<file path="src/rtl/game_params.sv">
// Shared map geometry, writer status codes and the request/state types used by
// the map tile writer and its request queue.
package game_params;

    localparam int MAP_WIDTH  = 13;
    localparam int MAP_HEIGHT = 13;

    localparam logic [1:0] MTW_OK       = 2'b00;
    localparam logic [1:0] MTW_MISMATCH = 2'b01;
    localparam logic [1:0] MTW_RANGE    = 2'b10;

    typedef struct packed {
        logic [3:0]  x;
        logic [3:0]  y;
        logic        cas;
        logic [15:0] expect_tile;
        logic [15:0] tile;
    } mtw_req_t;

    typedef enum logic [2:0] {
        ST_IDLE,
        ST_RD,
        ST_DEC,
        ST_WR,
        ST_RESP
    } mtw_state_e;

    function automatic logic tile_in_range(input logic [3:0] x, input logic [3:0] y);
        return (int'(x) < MAP_WIDTH) && (int'(y) < MAP_HEIGHT);
    endfunction

    function automatic logic [18:0] tile_addr(input logic [3:0] x, input logic [3:0] y);
        return 19'(y) * 19'(MAP_WIDTH) + 19'(x);
    endfunction

endpackage

</file>
<file path="src/rtl/map_req_fifo.sv">
// Parameterised synchronous FIFO with combinational head read; pushes when full
// and pops when empty are ignored.
module map_req_fifo #(
    parameter int WIDTH = 8,
    parameter int DEPTH = 4
) (
    input  logic             clk,
    input  logic             rstn,
    input  logic             push,
    input  logic [WIDTH-1:0] din,
    input  logic             pop,
    output logic [WIDTH-1:0] dout,
    output logic             full,
    output logic             empty,
    output logic [$clog2(DEPTH):0] count
);

    localparam int AW = $clog2(DEPTH);

    logic [WIDTH-1:0] mem [DEPTH];
    logic [AW-1:0]    wr_ptr;
    logic [AW-1:0]    rd_ptr;
    logic             push_ok;
    logic             pop_ok;

    assign full    = (count == (AW+1)'(DEPTH));
    assign empty   = (count == '0);
    assign push_ok = push && !full;
    assign pop_ok  = pop && !empty;
    assign dout    = mem[rd_ptr];

    always_ff @(posedge clk) begin
        if (push_ok) begin
            mem[wr_ptr] <= din;
        end
    end

    // Pointers are exactly AW bits wide, so they wrap modulo DEPTH for free.
    always_ff @(posedge clk or negedge rstn) begin
        if (!rstn) begin
            wr_ptr <= '0;
            rd_ptr <= '0;
            count  <= '0;
        end else begin
            if (push_ok) wr_ptr <= wr_ptr + 1'b1;
            if (pop_ok)  rd_ptr <= rd_ptr + 1'b1;
            case ({push_ok, pop_ok})
                2'b10:   count <= count + 1'b1;
                2'b01:   count <= count - 1'b1;
                default: count <= count;
            endcase
        end
    end

endmodule

</file>
<file path="src/rtl/map_tile_writer.sv">
// Queued read-compare-write controller for the map tile BRAM read/write port;
// one in-order response per accepted tile update request.
module map_tile_writer
    import game_params::*;
#(
    parameter int FIFO_DEPTH = 4,
    parameter int RD_LAT     = 1
) (
    input  logic        clk,
    input  logic        rstn,
    input  logic        req_valid,
    output logic        req_ready,
    input  logic [3:0]  req_x,
    input  logic [3:0]  req_y,
    input  logic        req_cas,
    input  logic [15:0] req_expect,
    input  logic [15:0] req_tile,
    output logic        rsp_valid,
    output logic [1:0]  rsp_status,
    output logic [15:0] rsp_old,
    output logic        busy,
    output logic [18:0] bram_addr,
    output logic [15:0] bram_din,
    output logic        bram_we,
    input  logic [15:0] bram_dout,
    output mtw_state_e  dbg_state
);

    // Handshake: a request transfers on a rising edge where req_valid && req_ready;
    // req_valid must hold its payload until then. rsp_valid is a one-cycle pulse
    // with no backpressure.

    localparam int CW = $clog2(FIFO_DEPTH) + 1;

    mtw_req_t        req_in;
    mtw_req_t        head;
    logic [40:0]     fifo_dout;
    logic            fifo_full;
    logic            fifo_empty;
    logic [CW-1:0]   fifo_count;
    logic            pop;

    mtw_state_e  state_q, state_d;
    logic [7:0]  rd_cnt_q, rd_cnt_d;
    mtw_req_t    ent_q, ent_d;
    logic [15:0] old_q, old_d;
    logic [18:0] addr_q, addr_d;
    logic [15:0] din_q, din_d;
    logic        we_q, we_d;
    logic        rsp_valid_q, rsp_valid_d;
    logic [1:0]  status_q, status_d;
    logic [15:0] rsp_old_q, rsp_old_d;

    assign req_in = '{x: req_x, y: req_y, cas: req_cas,
                      expect_tile: req_expect, tile: req_tile};
    assign head   = mtw_req_t'(fifo_dout);

    map_req_fifo #(
        .WIDTH ($bits(mtw_req_t)),
        .DEPTH (FIFO_DEPTH)
    ) u_fifo (
        .clk   (clk),
        .rstn  (rstn),
        .push  (req_valid),
        .din   (req_in),
        .pop   (pop),
        .dout  (fifo_dout),
        .full  (fifo_full),
        .empty (fifo_empty),
        .count (fifo_count)
    );

    always_comb begin
        state_d     = state_q;
        rd_cnt_d    = rd_cnt_q;
        ent_d       = ent_q;
        old_d       = old_q;
        addr_d      = addr_q;
        din_d       = din_q;
        we_d        = 1'b0;
        rsp_valid_d = 1'b0;
        status_d    = status_q;
        rsp_old_d   = rsp_old_q;
        pop         = 1'b0;

        case (state_q)
            ST_IDLE: begin
                if (!fifo_empty) begin
                    pop   = 1'b1;
                    ent_d = head;
                    if (!tile_in_range(head.x, head.y)) begin
                        status_d    = MTW_RANGE;
                        rsp_old_d   = 16'h0000;
                        rsp_valid_d = 1'b1;
                        state_d     = ST_RESP;
                    end else begin
                        addr_d   = tile_addr(head.x, head.y);
                        rd_cnt_d = 8'd0;
                        state_d  = ST_RD;
                    end
                end
            end
            ST_RD: begin
                // Address has been stable since entry; dout is valid on the last RD cycle.
                if (rd_cnt_q == 8'(RD_LAT)) begin
                    old_d   = bram_dout;
                    state_d = ST_DEC;
                end else begin
                    rd_cnt_d = rd_cnt_q + 8'd1;
                end
            end
            ST_DEC: begin
                if (ent_q.cas && (old_q != ent_q.expect_tile)) begin
                    status_d    = MTW_MISMATCH;
                    rsp_old_d   = old_q;
                    rsp_valid_d = 1'b1;
                    state_d     = ST_RESP;
                end else begin
                    din_d   = ent_q.tile;
                    we_d    = 1'b1;
                    state_d = ST_WR;
                end
            end
            ST_WR: begin
                status_d    = MTW_OK;
                rsp_old_d   = old_q;
                rsp_valid_d = 1'b1;
                state_d     = ST_RESP;
            end
            ST_RESP: begin
                state_d = ST_IDLE;
            end
            default: begin
                state_d = ST_IDLE;
            end
        endcase
    end

    always_ff @(posedge clk or negedge rstn) begin
        if (!rstn) begin
            state_q     <= ST_IDLE;
            rd_cnt_q    <= 8'd0;
            ent_q       <= '0;
            old_q       <= 16'h0000;
            addr_q      <= 19'd0;
            din_q       <= 16'h0000;
            we_q        <= 1'b0;
            rsp_valid_q <= 1'b0;
            status_q    <= 2'b00;
            rsp_old_q   <= 16'h0000;
        end else begin
            state_q     <= state_d;
            rd_cnt_q    <= rd_cnt_d;
            ent_q       <= ent_d;
            old_q       <= old_d;
            addr_q      <= addr_d;
            din_q       <= din_d;
            we_q        <= we_d;
            rsp_valid_q <= rsp_valid_d;
            status_q    <= status_d;
            rsp_old_q   <= rsp_old_d;
        end
    end

    assign req_ready  = !fifo_full;
    assign busy       = (fifo_count != '0) || (state_q != ST_IDLE);
    assign rsp_valid  = rsp_valid_q;
    assign rsp_status = status_q;
    assign rsp_old    = rsp_old_q;
    assign bram_addr  = addr_q;
    assign bram_din   = din_q;
    assign bram_we    = we_q;
    assign dbg_state  = state_q;

endmodule

</file>
<file path="config.mk">
export PLATFORM = sky130hd
export DESIGN_NAME = map_tile_writer
export DESIGN_NICKNAME = d
export VERILOG_FILES = /design/src/rtl/game_params.sv /design/src/rtl/map_req_fifo.sv /design/src/rtl/map_tile_writer.sv
export SDC_FILE = /design/constraint.sdc
export NUM_CORES = 1
export LEC_CHECK = 0
export ABC_AREA = 0
export ABC_CLOCK_PERIOD_IN_PS = 8300
export BUFFER_PORTS_ARGS = -buffer_cell sky130_fd_sc_hd__buf_2
export CORE_AREA = 5 5 161 163
export DETAILED_ROUTE_END_ITERATION = 6
export DIE_AREA = 0 0 166 168
export PLACE_DENSITY_LB_ADDON = 0.25
export SLEW_MARGIN = 10
export SYNTH_ARGS = -nofsm -noshare
export SYNTH_HDL_FRONTEND = slang
export SYNTH_SLANG_ARGS = --single-unit
</file>
<file path="constraint.sdc">
create_clock -name clk -period 8.3 [get_ports clk]
set_clock_uncertainty 0.05 [all_clocks]
set_input_delay 1.66 -clock clk [delete_from_list [all_inputs] [get_ports clk]]
set_output_delay 1.66 -clock clk [all_outputs]
set_load 0.005 [all_outputs]
</file>
Word-level counts from Yosys, hierarchy flattened
Memory sizes are Yosys's and may differ from the RTL's.
Index checks and enable logic that the tools add are counted.
{"block": "classes", "n_addsub": 6, "n_mul": 1, "div_mod_pow": 0, "order_cmp": 2, "eq_ne": 14, "n_shift": 0, "mux": 28, "bitwise": 2, "n_reduce_logical": 21}
{"cell": "16-bit two-way mux", "count": 3}
{"cell": "16-bit case mux with 3 select lines", "count": 1}
{"cell": "8-bit two-way mux", "count": 3}
{"cell": "16-bit != test", "count": 1}
{"cell": "8-bit case mux with 2 select lines", "count": 1}
{"cell": "3-bit two-way mux", "count": 4}
{"cell": "2-bit != test, second input constant", "count": 6}
{"cell": "3-bit case mux with 4 select lines", "count": 1}
{"cell": "8-bit by 4-bit adder with 9-bit output", "count": 1}
{"cell": "1-bit two-way mux", "count": 9}
{"cell": "3-bit nonzero test", "count": 3}
{"cell": "8-bit by 1-bit adder with 8-bit output, second input constant", "count": 1}
{"cell": "8-bit by 1-bit == test with 1-bit output, second input constant", "count": 1}
{"cell": "4-bit less-than comparator, second input constant", "count": 2}
{"cell": "4-bit by 4-bit multiplier with 8-bit output, second input constant", "count": 1}
{"cell": "2-bit AND reduction", "count": 4}
{"cell": "4-bit AND reduction", "count": 2}
{"cell": "3-bit by 2-bit == test with 1-bit output, second input constant", "count": 2}
{"cell": "3-bit logical NOT", "count": 2}
{"cell": "2-bit two-way mux", "count": 3}
{"cell": "2-bit case mux with 3 select lines", "count": 1}
{"cell": "3-bit case mux with 2 select lines", "count": 1}
{"cell": "2-bit by 1-bit adder with 2-bit output, second input constant", "count": 2}
{"cell": "1-bit logical AND", "count": 4}
{"cell": "12 further kinds", "count": 15}
{"block": "totals", "reg_bits": 122, "latchBits": 0, "ram_bits": 164, "rom_bits": 0, "inputBits": 60, "out_inout_bits": 60, "elab_cells": 90, "mem_count": 1}
{"memory": "u_fifo.mem", "depth": 4, "word_bits": 41, "read_ports": 1, "rd_clocked_by_memory_dff": 0, "write_ports": 1, "line": "map_req_fifo.sv:20", "rtl": "logic [WIDTH-1:0] mem [DEPTH];"}

Longest topological paths before layout
{"block": "depth", "depth_word": 6, "ltp_mapped": 15, "mapped_depth_nobuf": 12}

Modules after synthesis
From an unflattened synthesis, not the netlist that was laid out.
{"block": "hier_totals", "hier_cells": 615, "hier_area_um2": 11136.9}
{"module": "map_req_fifo", "instances": 1, "cells_each": 253, "area_each_um2": 6333.6, "seq_area_each_um2": 5099.9}
{"module": "map_tile_writer", "instances": 1, "cells_each": 362, "area_each_um2": 4803.4, "seq_area_each_um2": 2627.5}

Worst setup path before layout
Ideal clock, no wire load.
{"block": "synth_timing", "path_type": "register to register", "startpoint": "register u_fifo.rd_ptr[0]", "endpoint": "register addr_q[7] (netlist: bram_addr[7])", "setup_time_ns": 0.123, "arrival_time_ns": 3.872, "required_ns": 8.127, "slack_ns": 4.256, "path_stages_with_launch": 16, "n_path_buf": 3, "synth_period_minus_slack_ns": 4.044, "path_cell_list": "dfrtp_1 -> buf_6 -> buf_2 -> buf_2 -> mux4_2 -> inv_1 -> ha_1 -> ha_1 -> fa_1 -> ha_1 -> a21o_1 -> a21oi_1 -> o21bai_1 -> a21oi_1 -> xor2_1 -> o21ai_1"}
{"block": "synth_between", "elab_chain_len": 4, "elab_cells_between_ends": 7, "cone_classes": "1 x add/sub; 1 x mul; 2 x order compare; 2 x reduce/logical; 1 x memory"}
{"item": "start, declared", "line": "map_req_fifo.sv:22", "rtl": "logic [AW-1:0] rd_ptr;"}
{"item": "start signal, assigned", "line": "map_req_fifo.sv:46", "rtl": "if (pop_ok) rd_ptr <= rd_ptr + 1'b1;"}
{"item": "memory read 4 x 41 bit (*)"}
{"item": "branches (longest 3 deep; another with 8-bit by 4-bit adder with 9-bit output)"}
{"item": "end signal, assigned", "line": "map_tile_writer.sv:156", "rtl": "addr_q <= addr_d;"}
{"item": "end, declared", "line": "map_tile_writer.sv:47", "rtl": "logic [18:0] addr_q, addr_d;"}
Mark *: on every way between the ends.
A chain may end at the register's enable or synchronous reset.

Worst setup path after layout
Ends and elaborated chain as after synthesis.

==> results.json <==
{
  "fin_crit_ns": 4.28,
  "ios": 120,
  "layout.nets": 854,
  "swShare": 0.318,
  "final_area_mm2": 0.0129,
  "dpl_cell_area_mm2": 0.0120,
  "die_w_um": 166,
  "numCtsBuffers": 28,
  "drc": 0,
  "peakVddDrop_mv": 0.245,
  "area_growth_pct": 15.7,
  "routed_wl_um": 20700,
  "core_region_area_mm2": 0.0242,
  "synth_ff_type": "edfxtp_1",
  "startpoint_type": "flop",
  "max_cap_violations": 0,
  "final_cells": 1109,
  "die_area_mm2": 0.0279,
  "worstPathRequired_ns": 8.65,
  "gp_congestion": 0.782,
  "placementRows": 57,
  "synth_cell_types": 41,
  "top_layer": "met5",
  "hold_viol": 0,
  "synth-edff-count": 164,
  "ys_seq_area_frac": 0.691,
  "dr_wl_met3_um": 1130,
  "synth-seq-cells": 276,
  "finalSetupTns_ns": 0,
  "rr_endpoint": "bram_addr[7]$_DFFE_PN0P_",
  "fmax_mhz": 234,
  "clk_latency_ns": 0.53,
  "status": "finished, final reports clean",
  "cts_max_level": 1,
  "grt_max_degree": 58,
  "synth_top_cell_area_share": 0.440,
  "place_ws_ns": 3.93,
  "worstMarginPinSlew_ns": 1.13,
  "crit_fanout": 43,
  "grt_pass1_wl_um": 33700,
  "multi_input_area_mm2": 0.00317,
  "min_from": "bram_addr[4]$_DFFE_PN0P_",
  "hold_class": "reg -> reg",
  "placed_cells": 1056,
  "yosysWarnings": 0,
  "power_mw": 5.30,
  "drv_slew": 0,
  "port_buffers": 109,
  "cts_setup_buffers": 0,
  "power_frac_comb": 0.373,
  "pwr-share-clk": 0.233,
  "crit_start": "u_fifo.rd_ptr[0]$_DFFE_PN0P_",
  "end_kind": "flop",
  "p_leak_nw": 5.20,
  "initial_core_util": 0.463,
  "wl_per_cell_um": 18.6,
  "cts_buffer_depth": 3,
  "seq_power_share": 0.394,
  "clock_sinks": 276,
  "rr_startpoint": "u_fifo.rd_ptr[0]$_DFFE_PN0P_",
  "post-route-period-util": 0.515,
  "syn_area_mm2": 0.0112,
  "wl_met1_um": 8850,
  "ctsResizeCount": 0,
  "antenna_found_initial": 2,
  "track_usage": 0.150,
  "cts_tree": "yes",
  "clockRootBuffer": "clkbuf_16",
  "slew_headroom": 0.248,
  "reg2reg_setup_slack_ns": 4.02,
  "setup_viol": 0,
  "postCtsHoldBufs": 0,
  "viasPerCell": 5.07,
  "hpwl_um": 13300,
  "clkTransAtPathRegs_ns": 0.06,
  "register_area_mm2": 0.00773,
  "netlist_top_cells_count": "164 x edfxtp_1, 112 x dfrtp_1, 69 x mux2_2",
  "layout_setup_ws_ns": 4.02,
  "ys_top_cells_by_area": "edfxtp_1 44%, dfrtp_1 25%, mux4_2 8.3%, mux2_2 6.9%, ha_1 3.2%",
  "synth_most_common_cell": "edfxtp_1",
  "first_global_vias": 6109,
  "worstRegToRegCells": 13,
  "whs_endpoint": "bram_addr[4]$_DFFE_PN0P_",
  "p_switching_mw": 1.69,
  "antenna_left": 0,
  "final_core_util": 0.535,
  "fillers": 1941,
  "syn_inst": 642,
  "syn_area_per_cell_um2": 17.4,
  "p_int_mw": 3.62,
  "drt-pass1-iter-count": 4,
  "cp_data_arrival_time_ns": 4.62,
  "yosysTopAreaCell": "edfxtp_1",
  "async_reset_ff_frac": 0.406,
  "holdWs_ns": 0.434,
  "vias": 5618,
  "min_delay_path_depth": 2,
  "crit_type": "reg -> reg",
  "rsz0062_at_grt": "no",
  "overflow": 0,
  "drt_first_iter_violations": 295,
  "wl_met2_um": 10300,
  "die_y_um": 168,
  "power_density_mw_per_mm2": 410,
  "drive_gt1_frac": 0.353
}
-- cell type report --
| type | count | share of cell area |
|---|---|---|
| sequential | 276 | 0.597 |
| multi-input combinational | 309 | 0.245 |
| clock buffer | 34 | 0.0591 |
| timing repair buffer | 113 | 0.0447 |
| tap | 324 | 0.0313 |
| clock inverter | 18 | 0.0126 |
| inverter | 34 | 0.00986 |
| antenna | 1 | 0.000193 |
-- worst max-delay path, cell delays in order (launching register included) --
cell,delay [ns]
dfrtp_2,0.33
buf_4,0.66
mux4_2,0.66
inv_1,0.10
ha_1,0.24
ha_1,0.33
fa_1,0.48
ha_1,0.35
a21o_1,0.20
a21oi_1,0.23
o21bai_1,0.10
a21oi_1,0.17
xor2_1,0.16
o21ai_1,0.09
-- sequential cells by signal, indices dropped and copies added, names as in the netlist --
register	count
rd_cnt_q	8
u_fifo.mem	164
old_q	16
bram_addr	9
rsp_old	16
u_fifo.rd_ptr	2
dbg_state	3
bram_din	16
ent_q	33
rsp_status	2
bram_we	1
u_fifo.count	3
rsp_valid	1
u_fifo.wr_ptr	2
-- cells in the final DEF, fill, tap and decap left out, types with 12 or more instances in the layout --
cell,synthesis,layout
mux4_2,41,41
inv_1,34,33
mux2_2,69,69
xnor2_1,23,23
ha_1,29,29
buf_2,5,108
edfxtp_1,164,164
mux2i_1,18,18
dfrtp_1,112,110
nand2_1,29,29
nor2_1,15,15
clkbuf_16,0,29
o21ai_0,12,12
-- power groups by stage --
stage / registers, mW / logic, mW / clock network (mW)
after floorplan: 2.06 / 1.56 / 0
after global placement: 2.10 / 1.95 / 0
after detailed placement: 2.12 / 2.02 / 0
after CTS: 2.10 / 2.03 / 1.27
after global routing: 2.13 / 2.24 / 1.33
final: 2.09 / 1.98 / 1.24
-- how the worst max path moves through the flow --
stage | depth (start not counted) | slack [ns] | to
global route | 13 | 3.68 | bram_addr[7]$_DFFE_PN0P_
finish | 13 | 4.02 | bram_addr[7]$_DFFE_PN0P_
global placement | 13 | 4.03 | bram_addr[7]$_DFFE_PN0P_
floorplan | 15 | 4.26 | bram_addr[7]$_DFFE_PN0P_
detailed placement | 13 | 3.93 | bram_addr[7]$_DFFE_PN0P_
CTS | 13 | 3.91 | bram_addr[7]$_DFFE_PN0P_
-- per-layer routing --
metal,vias to the layer above,track usage
met1,2834,0.197
met4,2,0.0355
met5,-,0
met3,30,0.0331
li1,2622,-
met2,130,0.257
-- logic make-up after synthesis --
logic type | share of synthesized area
adders and majority gates | 0.0378
muxes | 0.168
xor gates and xnor gates | 0.0204
buffers and inverters | 0.0294
DFF | 0.691
and+or+nand+nor | 0.0305
AOI/OAI and AO/OA | 0.0228
other | 0.000335
(Power assumes the default switching activity.)
